### src/rtl/pc_sequencer_pkg.sv
// Shared types and constants for the multicycle PC sequencer and related datapath blocks.
package pc_sequencer_pkg;

    typedef enum logic [2:0] {
        ST_IDLE,
        ST_FETCH,
        ST_WAIT_EXEC,
        ST_COMMIT,
        ST_HALTED,
        ST_ERROR
    } state_t;

    localparam logic [31:0] DEF_RESET_PC     = 32'h0000_0000;
    localparam int unsigned DEF_PC_STEP      = 4;
    localparam logic [1:0]  INSTR_ALIGN_MASK = 2'b11;

endpackage

### src/rtl/pc_sequencer_if.sv
// Instruction-memory handshake and execute/branch signals between the sequencer and the datapath.
interface pc_sequencer_if;

    logic        imem_req;
    logic [31:0] imem_addr;
    logic        imem_ack;
    logic        instr_valid;
    logic        exec_done;
    logic        branch;
    logic        zero;
    logic [31:0] branch_target;

    modport master (
        output imem_req, imem_addr, instr_valid,
        input  imem_ack, exec_done, branch, zero, branch_target
    );

    modport slave (
        input  imem_req, imem_addr, instr_valid,
        output imem_ack, exec_done, branch, zero, branch_target
    );

endinterface

### src/rtl/pc_sequencer_pc_next_sel.sv
// Next-PC selection: sequential step or branch target; purely combinational, wraps modulo 2^32.
module pc_next_sel #(
    parameter int unsigned PC_STEP = 4
) (
    input  logic [31:0] i_pc,
    input  logic [31:0] i_target,
    input  logic        i_taken,
    output logic [31:0] o_next_pc
);

    always_comb begin
        o_next_pc = i_pc + 32'(PC_STEP);
        if (i_taken) begin
            o_next_pc = i_target;
        end
    end

endmodule

### src/rtl/pc_sequencer.sv
// Multicycle PC controller: fetch / execute-wait / commit sequencing with halt, timeout and alignment checks.
module pc_sequencer
    import pc_sequencer_pkg::*;
#(
    parameter logic [31:0] RESET_PC = DEF_RESET_PC,
    parameter int unsigned PC_STEP  = DEF_PC_STEP,
    parameter int unsigned TIMEOUT  = 255,
    parameter int unsigned CNT_W    = 16
) (
    input  logic               clock,
    input  logic               reset,
    input  logic               start,
    input  logic               halt_req,
    pc_sequencer_if.master     bus,
    output logic [31:0]        pc,
    output logic               pc_write,
    output logic [CNT_W-1:0]   taken_count,
    output logic               halted,
    output logic               error,
    output logic               busy
);

    localparam int unsigned TMO_W = $clog2(TIMEOUT + 1);

    state_t             r_state;
    state_t             w_next_state;
    logic [31:0]        r_pc;
    logic [TMO_W-1:0]   r_tmo;
    logic               r_halt;
    logic               r_branch;
    logic               r_zero;
    logic [31:0]        r_target;
    logic [CNT_W-1:0]   r_taken_count;
    logic               r_instr_valid;
    logic               r_pc_write;

    logic               w_taken;
    logic               w_misaligned;
    logic               w_commit_ok;
    logic               w_tmo_expire;
    logic [31:0]        w_next_pc;

    pc_next_sel #(
        .PC_STEP (PC_STEP)
    ) u_next_sel (
        .i_pc      (r_pc),
        .i_target  (r_target),
        .i_taken   (w_taken),
        .o_next_pc (w_next_pc)
    );

    always_comb begin
        w_next_state = r_state;
        w_taken      = r_branch & r_zero;
        w_misaligned = w_taken && ((r_target[1:0] & INSTR_ALIGN_MASK) != 2'b00);
        w_commit_ok  = (r_state == ST_COMMIT) && !w_misaligned;
        w_tmo_expire = (r_tmo == TMO_W'(TIMEOUT - 1));

        unique case (r_state)
            ST_IDLE: begin
                if (r_halt || halt_req) begin
                    w_next_state = ST_HALTED;
                end else if (start) begin
                    w_next_state = ST_FETCH;
                end
            end
            ST_FETCH: begin
                // ack on the expiring cycle still wins over the timeout
                if (bus.imem_ack) begin
                    w_next_state = ST_WAIT_EXEC;
                end else if (w_tmo_expire) begin
                    w_next_state = ST_ERROR;
                end
            end
            ST_WAIT_EXEC: begin
                if (bus.exec_done) begin
                    w_next_state = ST_COMMIT;
                end
            end
            ST_COMMIT: begin
                if (w_misaligned) begin
                    w_next_state = ST_ERROR;
                end else if (r_halt) begin
                    w_next_state = ST_HALTED;
                end else begin
                    w_next_state = ST_FETCH;
                end
            end
            ST_HALTED: w_next_state = ST_HALTED;
            ST_ERROR:  w_next_state = ST_ERROR;
            default:   w_next_state = ST_IDLE;
        endcase
    end

    always_ff @(posedge clock or posedge reset) begin
        if (reset) begin
            r_state       <= ST_IDLE;
            r_pc          <= RESET_PC;
            r_tmo         <= '0;
            r_halt        <= 1'b0;
            r_branch      <= 1'b0;
            r_zero        <= 1'b0;
            r_target      <= '0;
            r_taken_count <= '0;
            r_instr_valid <= 1'b0;
            r_pc_write    <= 1'b0;
        end else begin
            r_state       <= w_next_state;
            r_halt        <= r_halt | halt_req;
            r_instr_valid <= (r_state == ST_FETCH) && bus.imem_ack;
            r_pc_write    <= w_commit_ok;

            if (r_state == ST_FETCH) begin
                if (bus.imem_ack) begin
                    r_tmo <= '0;
                end else begin
                    r_tmo <= r_tmo + TMO_W'(1);
                end
            end

            if ((r_state == ST_WAIT_EXEC) && bus.exec_done) begin
                r_branch <= bus.branch;
                r_zero   <= bus.zero;
                r_target <= bus.branch_target;
            end

            if (w_commit_ok) begin
                r_pc <= w_next_pc;
                if (w_taken && (r_taken_count != '1)) begin
                    r_taken_count <= r_taken_count + CNT_W'(1);
                end
            end
        end
    end

    assign bus.imem_req    = (r_state == ST_FETCH);
    assign bus.imem_addr   = r_pc;
    assign bus.instr_valid = r_instr_valid;
    assign pc              = r_pc;
    assign pc_write        = r_pc_write;
    assign taken_count     = r_taken_count;
    assign halted          = (r_state == ST_HALTED);
    assign error           = (r_state == ST_ERROR);
    assign busy            = (r_state == ST_FETCH) || (r_state == ST_WAIT_EXEC) || (r_state == ST_COMMIT);

endmodule

### src/flat_wrapper.sv
// flat-port wrapper written by rule: the top's interface ports become plain ports
module pc_sequencer_flat import pc_sequencer_pkg::*;
#(
    parameter logic [31:0] RESET_PC = DEF_RESET_PC,
    parameter int unsigned PC_STEP  = DEF_PC_STEP,
    parameter int unsigned TIMEOUT  = 255,
    parameter int unsigned CNT_W    = 16
)
  (clock, reset, start, halt_req, pc, pc_write, taken_count, halted, error, busy, bus_imem_req, bus_imem_addr, bus_instr_valid, bus_imem_ack, bus_exec_done, bus_branch, bus_zero, bus_branch_target);
  pc_sequencer_if bus_i ();
  input  logic clock;
  input  logic reset;
  input  logic start;
  input  logic halt_req;
  output logic [31:0] pc;
  output logic pc_write;
  output logic [CNT_W-1:0] taken_count;
  output logic halted;
  output logic error;
  output logic busy;
  output wire logic [$bits(bus_i.imem_req)-1:0] bus_imem_req;
  output wire logic [$bits(bus_i.imem_addr)-1:0] bus_imem_addr;
  output wire logic [$bits(bus_i.instr_valid)-1:0] bus_instr_valid;
  input wire logic [$bits(bus_i.imem_ack)-1:0] bus_imem_ack;
  input wire logic [$bits(bus_i.exec_done)-1:0] bus_exec_done;
  input wire logic [$bits(bus_i.branch)-1:0] bus_branch;
  input wire logic [$bits(bus_i.zero)-1:0] bus_zero;
  input wire logic [$bits(bus_i.branch_target)-1:0] bus_branch_target;
  assign bus_imem_req = bus_i.imem_req;
  assign bus_imem_addr = bus_i.imem_addr;
  assign bus_instr_valid = bus_i.instr_valid;
  assign bus_i.imem_ack = bus_imem_ack;
  assign bus_i.exec_done = bus_exec_done;
  assign bus_i.branch = bus_branch;
  assign bus_i.zero = bus_zero;
  assign bus_i.branch_target = bus_branch_target;
  pc_sequencer #(.RESET_PC(RESET_PC), .PC_STEP(PC_STEP), .TIMEOUT(TIMEOUT), .CNT_W(CNT_W)) u_core (.clock(clock), .reset(reset), .start(start), .halt_req(halt_req), .bus(bus_i), .pc(pc), .pc_write(pc_write), .taken_count(taken_count), .halted(halted), .error(error), .busy(busy));
endmodule
### config.mk
export PLATFORM = sky130hd
export DESIGN_NAME = pc_sequencer_flat
export DESIGN_NICKNAME = d
export VERILOG_FILES = /design/src/rtl/pc_sequencer_pkg.sv /design/src/rtl/pc_sequencer_if.sv /design/src/rtl/pc_sequencer_pc_next_sel.sv /design/src/rtl/pc_sequencer.sv /design/src/flat_wrapper.sv
export SDC_FILE = /design/constraint.sdc
export NUM_CORES = 1
export LEC_CHECK = 0
export ABC_AREA = 1
export ABC_CLOCK_PERIOD_IN_PS = 5650
export BUFFER_PORTS_ARGS = -buffer_cell sky130_fd_sc_hd__buf_2
export CAP_MARGIN = 20
export CORE_AREA = 10 10 108 110
export DETAILED_ROUTE_END_ITERATION = 6
export DIE_AREA = 0 0 118 120
export GPL_TIMING_DRIVEN = 0
export MAX_ROUTING_LAYER = met4
export PLACE_DENSITY = 0.84
export SYNTH_ARGS = -nofsm -noshare
export SYNTH_HDL_FRONTEND = slang
export SYNTH_SLANG_ARGS = --single-unit
### constraint.sdc
create_clock -name clock -period 5.65 [get_ports clock]
set_clock_uncertainty 0.2 [all_clocks]
set_input_delay 1.13 -clock clock [delete_from_list [all_inputs] [get_ports clock]]
set_output_delay 1.13 -clock clock [all_outputs]
set_load 0.03 [all_outputs]
==> results.toml <==
[flow_run]
drv_cap = 0

[route]
wl_per_cell_um = 13.9
firstDrtPassIters = 5
vias = 5054
postRouteWirelength_um = 13900
routed_via_density = 5.06
detail-route-antenna-nets = 0
drtIter0Drc = 417
route.detailed.drc = 0

[clock_tree]
postCtsSetupBuffers = 0
ctsHtreeMaxLevel = 3
clk_latency_ps = 370
holdBufCountCts = 0
post_cts_resized = 0
clockBufferDepth = 2
cts_root_buf = "clkbuf_8"
clk_pin_slew_ps = 90
cts_made_buffers = 9
cts_num_sinks = 96
tritoncts = "done"

[layout]
area_delta_synth_final_pct = 18.4
regArea_um2 = 2400
diodes = 0
fillers = 823
final_common_cell = "nand2_1"
drive_gt1_share_pct = 26.1
final_nets = 904
multi_input_area_um2 = 2440
fin_cells = 998
finalInstanceArea_um2 = 6460
final_cell_mix = "218 x nand2_1, 135 x buf_2, 106 x nor2_1"

[timing]
final_hold_viol_count = 0
postLayoutSetupSlackWorst_ps = 2810
worst_pin_slew_ps = 634
fin_setup_tns_ps = 0
setup_viol = 0
fmax_ghz = 0.352
drv_slew = 0
finalCriticalPeriod_ps = 2840
post-route-period-util_pct = 50.2
rsz0062_at_grt = "false"
slew_headroom_pct = 57.7

[global_routing]
antenna_found_initial = 0
first_global_vias = 4809
grt_start_max_net_pins = 52
grt_overflow_total = 0
grt_util_all_layers_pct = 20.1
grt_pass1_wl_um = 23200

[floorplanning]
fp-row-count = 36
ios = 126
initial_core_util_pct = 57.2
die_x_um = 118
coreArea_um2 = 9550
dieArea_um2 = 14200
die_y_um = 120

[power_and_ir_drop]
ir_drop_mv = 0.192
total_leakage_power_nw = 3.57
p_per_area_nw_per_um2 = 216

[yosys]
synth_fa_ha_area_share_pct = 0.916
netlist_area_um2 = 5460
synth_fp_nets = 767
syn_area_per_cell_um2 = 7.55
synth_seq_area_share_pct = 44.0
synth_mux_area_share_pct = 6.39
synth-xor-area-share_pct = 1.60
synth_cells = 723
synth.distinct_cells = 36
yosys_warnings = 0
ys_seq_elements = 96
synth_compound_area_share_pct = 6.41
synth_top_family_by_area = "simple AND/OR/NAND/NOR gates"
synth-simple-area-share_pct = 29.3

[place]
dpl.cell_count = 982
portBuffers = 125
dpl.hpwl_um = 10800
placed_cell_area_um2 = 6280
gp_congestion = 0.940
place_ws_ps = 3180

[critical_path]
startpoint = "u_core.r_state[1]$_DFFE_PP0P_"
cp-start-kind = "flop"
crit_fanout = 7
r2r_start = "u_core.bus.imem_addr[3]$_DFFE_PP0P_"
worst-endpoint-arrival_ps = 1510
cp.required_ps = 4320
endpoint_kind = "output pin"
crit_type = "flop to output pin"

[min_path]
hold_path.class = "flop to flop"
hold_start = "u_core.r_halt$_DFF_PP0_"

[status]
status = "finished clean"
-- critical path, cell delays in order (launching register included) --
cell	delay [ps]
dfrtp_1	410
inv_1	130
nand3_1	230
inv_1	160
buf_2	220
-- state kept, by name, indices dropped and copies added (netlist names) --
name	flops
u_core.pc_write	1
u_core.taken_count	16
u_core.r_state	3
u_core.bus.imem_addr	32
u_core.r_target	32
u_core.r_tmo	8
u_core.bus.instr_valid	1
u_core.r_branch	1
u_core.r_halt	1
u_core.r_zero	1
-- power by group --
part | internal [mW] | total, mW | switching [mW]
sequential | 0.747 | 0.794 | 0.0465
combinational | 0.0749 | 0.174 | 0.0990
clock | 0.168 | 0.431 | 0.263
total | 0.990 | 1.40 | 0.409
-- cell usage after synthesis --
| master | number | area share (%) |
|---|---|---|
| nand4_1 | 4 | 0.46 |
| inv_1 | 73 | 5.0 |
| inv_2 | 1 | 0.069 |
| o211ai_1 | 5 | 0.69 |
| mux2_2 | 31 | 6.4 |
| clkbuf_1 | 3 | 0.21 |
| clkinv_1 | 1 | 0.069 |
| nor2_1 | 106 | 7.3 |
| o21bai_1 | 1 | 0.14 |
| buf_6 | 1 | 0.21 |
| a21oi_1 | 27 | 2.5 |
| o22ai_1 | 1 | 0.11 |
| nand3_1 | 43 | 3.9 |
| inv_4 | 1 | 0.11 |
| ha_1 | 4 | 0.92 |
| o21ai_1 | 2 | 0.18 |
| and2_1 | 1 | 0.11 |
| dfrtp_1 | 96 | 44 |
| xnor2_1 | 6 | 0.96 |
| nor3_1 | 7 | 0.64 |
| nor3b_1 | 3 | 0.41 |
| buf_2 | 10 | 0.92 |
| nor3_2 | 1 | 0.18 |
| a31oi_1 | 1 | 0.11 |
| xor2_1 | 4 | 0.64 |
| o21ai_0 | 22 | 2.0 |
| nand3b_1 | 4 | 0.55 |
| nand2_4 | 1 | 0.21 |
| nand2_2 | 2 | 0.23 |
| and3_1 | 1 | 0.11 |
| a22oi_1 | 1 | 0.14 |
| buf_4 | 34 | 4.7 |
| buf_1 | 1 | 0.069 |
| a211oi_1 | 4 | 0.55 |
| nor2_2 | 2 | 0.23 |
| nand2_1 | 218 | 15 |
-- cell families after synthesis --
family / Yosys count
AO/OA/AOI/OAI: 64
AND/OR/NAND/NOR: 393
XOR/XNOR: 10
flip-flops: 96
buffers and inverters: 125
adder cells (fa/ha/maj): 4
multiplexers: 31
-- stage by stage --
step | power [mW] | util [%] | hold slack (ps)
after global placement | 0.972 | 65.5 | 270
after CTS | 1.41 | 67.7 | 306
after detailed placement | 0.983 | 65.8 | 283
final | 1.40 | 67.7 | 304
after floorplan | 0.921 | - | 255
after global routing | 1.47 | 67.7 | 333
-- worst paths after layout --
check / slack [ps] / end / cells past startpoint
worst max-delay path: 2810 / bus_imem_req / 4
worst min-delay path: 300 / u_core.r_halt$_DFF_PP0_ / 2
worst max register to register: 3550 / u_core.bus.imem_addr[22]$_DFFE_PP0P_ / 10
worst min register to register: 300 / u_core.r_halt$_DFF_PP0_ / 2
max in group asynchronous: 3960 / u_core.r_state[0]$_DFFE_PP0P_ / 3
min in group asynchronous: 640 / u_core.r_tmo[3]$_DFFE_PP0P_ / 2
-- routing by layer --
metal / GRT usage [%] / share of wire [%] / up-vias
met1: 26.1 / 45 / 2316
met5: - / 0 / -
met3: 4.59 / 7.5 / 19
met2: 30.9 / 46 / 194
met4: 5.80 / 1.3 / 0
li1: - / - / 2525
-- cell type report --
class / count / area share, %
plain buffers: 49 / 5.13
clock buffers: 10 / 1.97
clock inverters: 6 / 0.832
inverters: 76 / 4.49
multi-input cells: 502 / 37.7
flip-flops and latches: 96 / 37.2
well taps: 133 / 2.57
repair buffers: 126 / 10.1
No activity file was read; power rests on OpenSTA's default activity.
